[config.mk]
export PLATFORM = sky130hd
export DESIGN_NAME = regfile_sb
export DESIGN_NICKNAME = d
export VERILOG_FILES = /design/src/rtl/regfile_pkg.sv /design/src/rtl/regfile_scoreboard.sv /design/src/rtl/regfile_sb.sv
export SDC_FILE = /design/constraint.sdc
export NUM_CORES = 1
export LEC_CHECK = 0
export CAP_MARGIN = 20
export CORE_MARGIN = 2
export CORE_UTILIZATION = 40
export DETAILED_ROUTE_END_ITERATION = 10
export GPL_TIMING_DRIVEN = 0
export MAX_ROUTING_LAYER = met4
export PLACE_DENSITY = 0.62
export REMOVE_ABC_BUFFERS = 1
export SLEW_MARGIN = 20
export SYNTH_ARGS = -nofsm -noshare
export SYNTH_HDL_FRONTEND = slang
export SYNTH_HIERARCHICAL = 1
export SYNTH_SLANG_ARGS = --single-unit
[constraint.sdc]
create_clock -name clk -period 3.6 [get_ports clk]
set_input_delay 0.72 -clock clk [delete_from_list [all_inputs] [get_ports clk]]
set_output_delay 0.72 -clock clk [all_outputs]
set_load 0.005 [all_outputs]
[src/rtl/regfile_pkg.sv]
// Shared constants and types for the register file with busy scoreboard.
// Optional hardwired-zero register is enabled by defining REGFILE_ZERO_REG_EN.
package regfile_pkg;

    localparam int unsigned DATA_W_DEF = 16;
    localparam int unsigned DEPTH_DEF  = 8;
    localparam int unsigned ADDR_W_DEF = $clog2(DEPTH_DEF);

    typedef logic [ADDR_W_DEF-1:0] reg_idx_t;

    localparam reg_idx_t REG_ZERO = {ADDR_W_DEF{1'b0}};

endpackage

[src/rtl/regfile_scoreboard.sv]
// Per-register busy bits: set at issue, cleared at writeback, with lookups for
// both read ports. REGFILE_ZERO_REG_EN keeps register 0 permanently not busy.
module regfile_scoreboard
    import regfile_pkg::*;
#(
    parameter int DEPTH  = DEPTH_DEF,
    parameter int ADDR_W = $clog2(DEPTH),
    parameter int BYPASS = 1
) (
    input  logic              clk,
    input  logic              rst_n,
    input  logic              wr_en,
    input  logic [ADDR_W-1:0] wr_addr,
    input  logic              issue_en,
    input  logic [ADDR_W-1:0] issue_dst,
    input  logic [ADDR_W-1:0] rd_addr_a,
    input  logic [ADDR_W-1:0] rd_addr_b,
    output logic              busy_a,
    output logic              busy_b,
    output logic              any_busy
);

    logic [DEPTH-1:0] busy_r;
    logic [DEPTH-1:0] busy_nxt_s;
    logic             issue_ok_s;

    // Qualify issue: with a hardwired zero register, issuing to r0 never creates a producer
    always_comb begin
`ifdef REGFILE_ZERO_REG_EN
        issue_ok_s = issue_en && (issue_dst != ADDR_W'(REG_ZERO));
`else
        issue_ok_s = issue_en;
`endif
    end

    // Next busy vector: writeback clears, issue sets, set wins on the same index
    always_comb begin
        busy_nxt_s = busy_r;
        for (int i = 0; i < DEPTH; i++) begin
            busy_nxt_s[i] = (issue_ok_s && (issue_dst == ADDR_W'(i))) ||
                            (busy_r[i] && !(wr_en && (wr_addr == ADDR_W'(i))));
        end
    end

    // Busy bit storage
    always_ff @(posedge clk or negedge rst_n) begin
        if (!rst_n) begin
            busy_r <= {DEPTH{1'b0}};
        end else begin
            busy_r <= busy_nxt_s;
        end
    end

    // A same-cycle writeback hides the busy bit unless a new producer issues to the same index
    function automatic logic busy_view(input logic [ADDR_W-1:0] addr,
                                       input logic [DEPTH-1:0]  bits,
                                       input logic              we,
                                       input logic [ADDR_W-1:0] wa,
                                       input logic              ie,
                                       input logic [ADDR_W-1:0] id);
        logic b;
        b = bits[addr];
        if ((BYPASS != 0) && we && (wa == addr) && !(ie && (id == addr))) begin
            b = 1'b0;
        end else begin
            b = bits[addr];
        end
`ifdef REGFILE_ZERO_REG_EN
        if (addr == ADDR_W'(REG_ZERO)) begin
            b = 1'b0;
        end else begin
            b = b;
        end
`endif
        return b;
    endfunction

    // Read-port lookups and drain indicator
    always_comb begin
        busy_a   = busy_view(rd_addr_a, busy_r, wr_en, wr_addr, issue_en, issue_dst);
        busy_b   = busy_view(rd_addr_b, busy_r, wr_en, wr_addr, issue_en, issue_dst);
        any_busy = |busy_r;
    end

endmodule

[src/rtl/regfile_sb.sv]
// Register file (two async reads, one sync write, optional bypass) with a busy
// scoreboard for RAW hazard detection. REGFILE_ZERO_REG_EN hardwires register 0.
module regfile_sb
    import regfile_pkg::*;
#(
    parameter int DATA_W = DATA_W_DEF,
    parameter int DEPTH  = DEPTH_DEF,
    parameter int ADDR_W = $clog2(DEPTH),
    parameter int BYPASS = 1
) (
    input  logic              clk,
    input  logic              rst_n,
    input  logic [ADDR_W-1:0] rd_addr_a,
    input  logic [ADDR_W-1:0] rd_addr_b,
    output logic [DATA_W-1:0] rd_data_a,
    output logic [DATA_W-1:0] rd_data_b,
    output logic              busy_a,
    output logic              busy_b,
    input  logic              wr_en,
    input  logic [ADDR_W-1:0] wr_addr,
    input  logic [DATA_W-1:0] wr_data,
    input  logic              issue_en,
    input  logic [ADDR_W-1:0] issue_dst,
    output logic              any_busy
);

    logic [DATA_W-1:0] regs_r [DEPTH];
    logic              wr_ok_s;

    // Writes to a hardwired zero register are dropped and never forwarded
    always_comb begin
`ifdef REGFILE_ZERO_REG_EN
        wr_ok_s = wr_en && (wr_addr != ADDR_W'(REG_ZERO));
`else
        wr_ok_s = wr_en;
`endif
    end

    // Register array storage
    always_ff @(posedge clk or negedge rst_n) begin
        if (!rst_n) begin
            for (int i = 0; i < DEPTH; i++) begin
                regs_r[i] <= {DATA_W{1'b0}};
            end
        end else if (wr_ok_s) begin
            regs_r[wr_addr] <= wr_data;
        end
    end

    // Read port A with optional write forwarding
    always_comb begin
        rd_data_a = regs_r[rd_addr_a];
        if ((BYPASS != 0) && wr_ok_s && (wr_addr == rd_addr_a)) begin
            rd_data_a = wr_data;
        end else begin
            rd_data_a = regs_r[rd_addr_a];
        end
`ifdef REGFILE_ZERO_REG_EN
        if (rd_addr_a == ADDR_W'(REG_ZERO)) begin
            rd_data_a = {DATA_W{1'b0}};
        end else begin
            rd_data_a = rd_data_a;
        end
`endif
    end

    // Read port B with optional write forwarding
    always_comb begin
        rd_data_b = regs_r[rd_addr_b];
        if ((BYPASS != 0) && wr_ok_s && (wr_addr == rd_addr_b)) begin
            rd_data_b = wr_data;
        end else begin
            rd_data_b = regs_r[rd_addr_b];
        end
`ifdef REGFILE_ZERO_REG_EN
        if (rd_addr_b == ADDR_W'(REG_ZERO)) begin
            rd_data_b = {DATA_W{1'b0}};
        end else begin
            rd_data_b = rd_data_b;
        end
`endif
    end

    regfile_scoreboard #(
        .DEPTH  (DEPTH),
        .ADDR_W (ADDR_W),
        .BYPASS (BYPASS)
    ) u_scoreboard (
        .clk       (clk),
        .rst_n     (rst_n),
        .wr_en     (wr_en),
        .wr_addr   (wr_addr),
        .issue_en  (issue_en),
        .issue_dst (issue_dst),
        .rd_addr_a (rd_addr_a),
        .rd_addr_b (rd_addr_b),
        .busy_a    (busy_a),
        .busy_b    (busy_b),
        .any_busy  (any_busy)
    );

endmodule
# Word level (Yosys, flattened, before mapping)
# Index checks and enable logic that the tools add are counted.
dict set report op_classes {
  n_bitwise 3
  n_eq_ne 18
  mux 17
  n_reduce_logical 52
  n_lt_le_gt_ge 6
}
# op count
set ops {}
lappend ops {{$bwmux 128} 1}
lappend ops {{$mux 16} 7}
lappend ops {{$bmux 16 s3} 2}
lappend ops {{$demux 16 s3} 1}
lappend ops {{$logic_and 1x1->1} 31}
lappend ops {{$eq 3x3->1 const B} 8}
lappend ops {{$eq 3x2->1 const B} 4}
lappend ops {{$eq 3x3->1} 4}
lappend ops {{$ge 4x4->1 const B} 3}
lappend ops {{$not 3->4} 3}
lappend ops {{$logic_not 1->1} 10}
lappend ops {{$logic_or 1x1->1} 8}
lappend ops {{$lt 3x4->1 const B} 2}
lappend ops {{$reduce_or 8->1} 1}
lappend ops {{$bmux 1 s3} 2}
lappend ops {{$eq 3x1->1 const B} 2}
lappend ops {{$logic_not 3->1} 2}
lappend ops {{$lt 4x1->1 const B} 1}
lappend ops {{$mux 1} 4}
dict set report totals {
  regBits 136
  out_inout_bits 35
  word_cells 105
  in_bits 32
}

# Longest topological paths before layout
dict set report depth {
  word_depth 6
  mapped_depth 6
  mapped_depth_nobuf 3
}

# Hierarchy
# The synthesis kept the hierarchy.
# mod cells_per_inst instances area_per_inst_um2 seq_area_each_um2
set by_module_without_submodules {}
lappend by_module_without_submodules {regfile_sb 452 1 7508.5 3203.1}
lappend by_module_without_submodules {regfile_scoreboard 65 1 646.9 200.2}

# Least setup slack after synthesis
# Ideal clock, no wire load.
dict set report synth_path {
  path_kind {input -> output}
  start {in rd_addr_a[1]}
  end {out rd_data_a[12]}
  path_buffers 2
  slack_ps 793
  required_ps 2880
  cell_stages 5
  t_arrival_ps 2087
  cell_sequence {clkbuf_1 clkbuf_1 mux4_2 mux2_2 mux2_4}
}
dict set report synth_between {
  elab_chain_len 5
  elab_cells_between_ends 7
  classes_between {1 x eq/ne; 4 x mux; 1 x bitwise; 1 x reduce/logical}
}
# item line
set synth_rtl {}
lappend synth_rtl {{from (decl)} regfile_sb.sv:13} ;# input logic [ADDR_W-1:0] rd_addr_a,
lappend synth_rtl {{$not 3->4 (not written as such)} regfile_sb.sv:56} ;# rd_data_a = regs_r[rd_addr_a];
lappend synth_rtl {{$bmux 16 s3} regfile_sb.sv:56}
lappend synth_rtl {{$mux 16 (not written as such) (2 in series)} regfile_sb.sv:56}
lappend synth_rtl {{$mux 16 *} regfile_sb.sv:53} ;# if ((BYPASS != 0) && wr_ok_s && (wr_addr == rd_addr_a)) begin
lappend synth_rtl {{to (decl)} regfile_sb.sv:15} ;# output logic [DATA_W-1:0] rd_data_a,
# Mark *: on every way between the ends. The rest lies on a longest branch, timed or not. The select of a mux whose other input is x is not followed.

# Worst setup path after layout
dict set report layout_path {
  start {in rd_addr_a[0]}
  end {out rd_data_a[3]}
}
# The elaborated chain is that of the path after synthesis.

==> metrics.md <==
| Metric | Value |
|---|---|
| RSZ-0062 raised after global routing | `no` |
| Vias in the first global route | `approximately 5100` |
| Mean Syn Cell Area | `15.77 um^2` |
| Max VDD drop | `0.3585 mV` |
| Antenna diodes | `0` |
| PD cells | `between 500 and 600 nW/um^2` |
| Worst setup SP type | `input pin` |
| Final ANT Viol Nets | `0` |
| Full die area | `between 20000 and 25000 um^2` |
| Worst-Skew Late Latency | `approximately 420 ps` |
| Drt total wl | `around 19 mm` |
| Cells after DPL | `814` |
| Die Span Y | `about 150 um` |
| Tcrit/Tclk final | `between 90% and 100%` |
| Final design utilization | `just under 50%` |
| Via density | `between 5 and 6` |
| Register area share after synthesis | `a little over two fifths` |
| Worst Path Arrival | `2820 ps` |
| Slew headroom | `approximately 47%` |
| Clk slew on worst S/H paths | `~50 ps` |
| Post-synthesis sequential element count | `136` |
| Max frequency | `around 280 MHz` |
| Leakage dissipation | `~4.0 nW` |
| Largest net degree at the start of global routing | `approximately 110` |
| Worst Path Class, Setup | `in -> out` |
| Ys Warns | `6` |
| Post-Syn Instances | `517` |
| Die W | `~150 um` |
| 1st-pass router iterations | `4` |
| Area growth from synthesis to layout | `18.72%` |
| Detailed placement HPWL | `between 10 and 15 mm` |
| Slew Limit Fails | `0` |
| Final setup fails | `0` |
| Critical path peak fanout | `36` |
| Num Clock Sinks | `between 100 and 150` |
| Worst-margin pin slew | `approximately 790 ps` |
| Synth cell types | `24` |
| Max Cap Viol | `0` |
| Final instance area | `slightly below 10000 um^2` |
| Final Critical Period | `around 3500 ps` |
| Final global-route overflow total | `0` |
| Top-count cell post-synth | `mux2_2` |
| Area post-placement | `around 9000 um^2` |
| Asr flop ratio synth | `between 90% and 100%` |
| Synth top cells by count | `mux2_2, dfrtp_1, mux4_1` |
| Worst hold path type | `in -> async` |
| DRC Markers | `0` |
| Outcome | `completed` |
| Global placement routability congestion | `slightly below 0.8` |
| Number of CTS-inserted buffers | `17` |
| Routed len/inst | `approximately 23 um` |
| CTS tree | `done` |
| Dominant cell type by area after synthesis | `dfrtp_1` |
| Initial core utilization | `40.57%` |
| Htree depth | `4` |
| Post-synth EDFFs | `0` |
| Setup TNS | `0 ps` |
| Port Buffers | `between 60 and 70` |
| Final Hold Vio Count | `0` |
| Synth area leaders | `dfrtp_1, mux2_2, mux4_1, mux2_4, xnor2_1` |
| # IOs | `between 60 and 70` |
| Drt initial violations | `~260` |
| Fin nets | `between 500 and 600` |
| Yosys top cell area share | `41.73%` |
| CTS Buffer Depth | `2` |
| # hold bufs at CTS | `0` |
| First-pass GRT wire length | `just under 30 mm` |
| Top_reg_cell synth | `dfrtp_1` |
| Routed vias | `between 4000 and 5000` |
| Worst Setup End Kind | `output port` |
| Post-Syn Area | `8155 um^2` |
| Row cnt | `between 50 and 60` |
| Req. time, crit path | `2880 ps` |
| Non-Filler Instances | `846` |
| Share of cells above drive strength 1 | `roughly 44%` |
| Worst Skew | `0 ps` |
| Antenna violations before repair | `0` |
| Gr usage total | `18.85%` |
| CTS root buffer | `clkbuf_16` |
| Total Power | `between 5 and 6 mW` |
| Core Region | `~20000 um^2` |
## per-layer routing
metal | global-route usage [%] | share of wire (%)
met4 | 5.728 | 1.1
met1 | 24.36 | 46
met2 | 30.14 | 49
met5 | - | 0
met3 | 3.975 | 3.5
## report_power, final
| part | internal (mW) | leakage, nW | switching (mW) |
|---|---|---|---|
| clock | 1.01 | 0.270 | 0.626 |
| sequential | 1.87 | 1.63 | 0.224 |
| combinational | 0.967 | 2.14 | 0.446 |
## repair_timing
action / CTS / global route
buffers inserted: 2 / 0
pin swaps: 2 / 0
endpoints found under the setup margin: 32 / 4
gates resized for setup: 11 / 1
## worst max-delay path, stage by stage
cell and delay, ps:
buf_6 390, mux4_1 640, mux2_2 290, mux2_2 280, clkdlybuf4s50_1 470
## path summary, 6_finish.rpt
path	cells after the start	end	slack [ps]	from
setup / recovery	5	rd_data_a[3]	60	rd_addr_a[0]
max in group asynchronous	2	regs_r[32]	2630	rst_n
hold / removal	1	u_scoreboard/busy_r[1]	150	rst_n
min in group clk	1	regs_r[47]	510	regs_r[47]
setup reg to reg	1	regs_r[93]	2810	regs_r[93]
hold reg to reg	1	regs_r[47]	510	regs_r[47]
## cells by family (layout without fill, tap and decap cells)
logic type	Yosys count	after routing	synth area share (%)
compound gates	18	18	1.320
mux	262	262	48.99
buf+inv	54	113	3.713
simple gates	29	29	2.317
flops	136	136	41.73
xor+xnor	18	18	1.933
## state kept, by name, indices dropped and copies added (netlist names)
register / count
u_scoreboard/busy_r: 8
regs_r: 128
## final cells by class
cell class / instances / area (um^2)
multi-input cells: 327 / 4474
well taps: 270 / 337.8
clock buffers: 22 / 484.2
flip-flops and latches: 136 / 3403
clock inverters: 8 / 72.57
repair buffers: 83 / 909.6
fillers: 1710 / 10420
## metrics by stage
step	hold slack [ps]	worst slack, ps
floorplan	424.4	842.1
global placement	493.4	-3326
detailed placement	502.1	-707.7
CTS	143.7	56.81
global route	158.1	2.824
finish	146.0	57.01
## cells in the final DEF, fill, tap and decap left out, types with 3 or more instances in the layout
cell	synthesis	routed
nand4_1	5	5
mux4_1	64	64
dfrtp_1	136	136
nand2_1	6	6
mux2_2	181	181
o31ai_1	4	4
xnor2_1	14	14
o21ai_0	12	12
buf_8	0	6
clkdlybuf4s50_1	0	55
clkbuf_16	0	17
buf_6	9	8
clkinvlp_4	0	3
nand2b_1	7	7
clkbuf_8	0	4
buf_4	3	4
xor2_1	4	4
mux4_2	4	4
nand4b_1	3	3
mux2_4	11	11
clkinv_2	0	4
No activity file was read; power rests on OpenSTA's default activity.
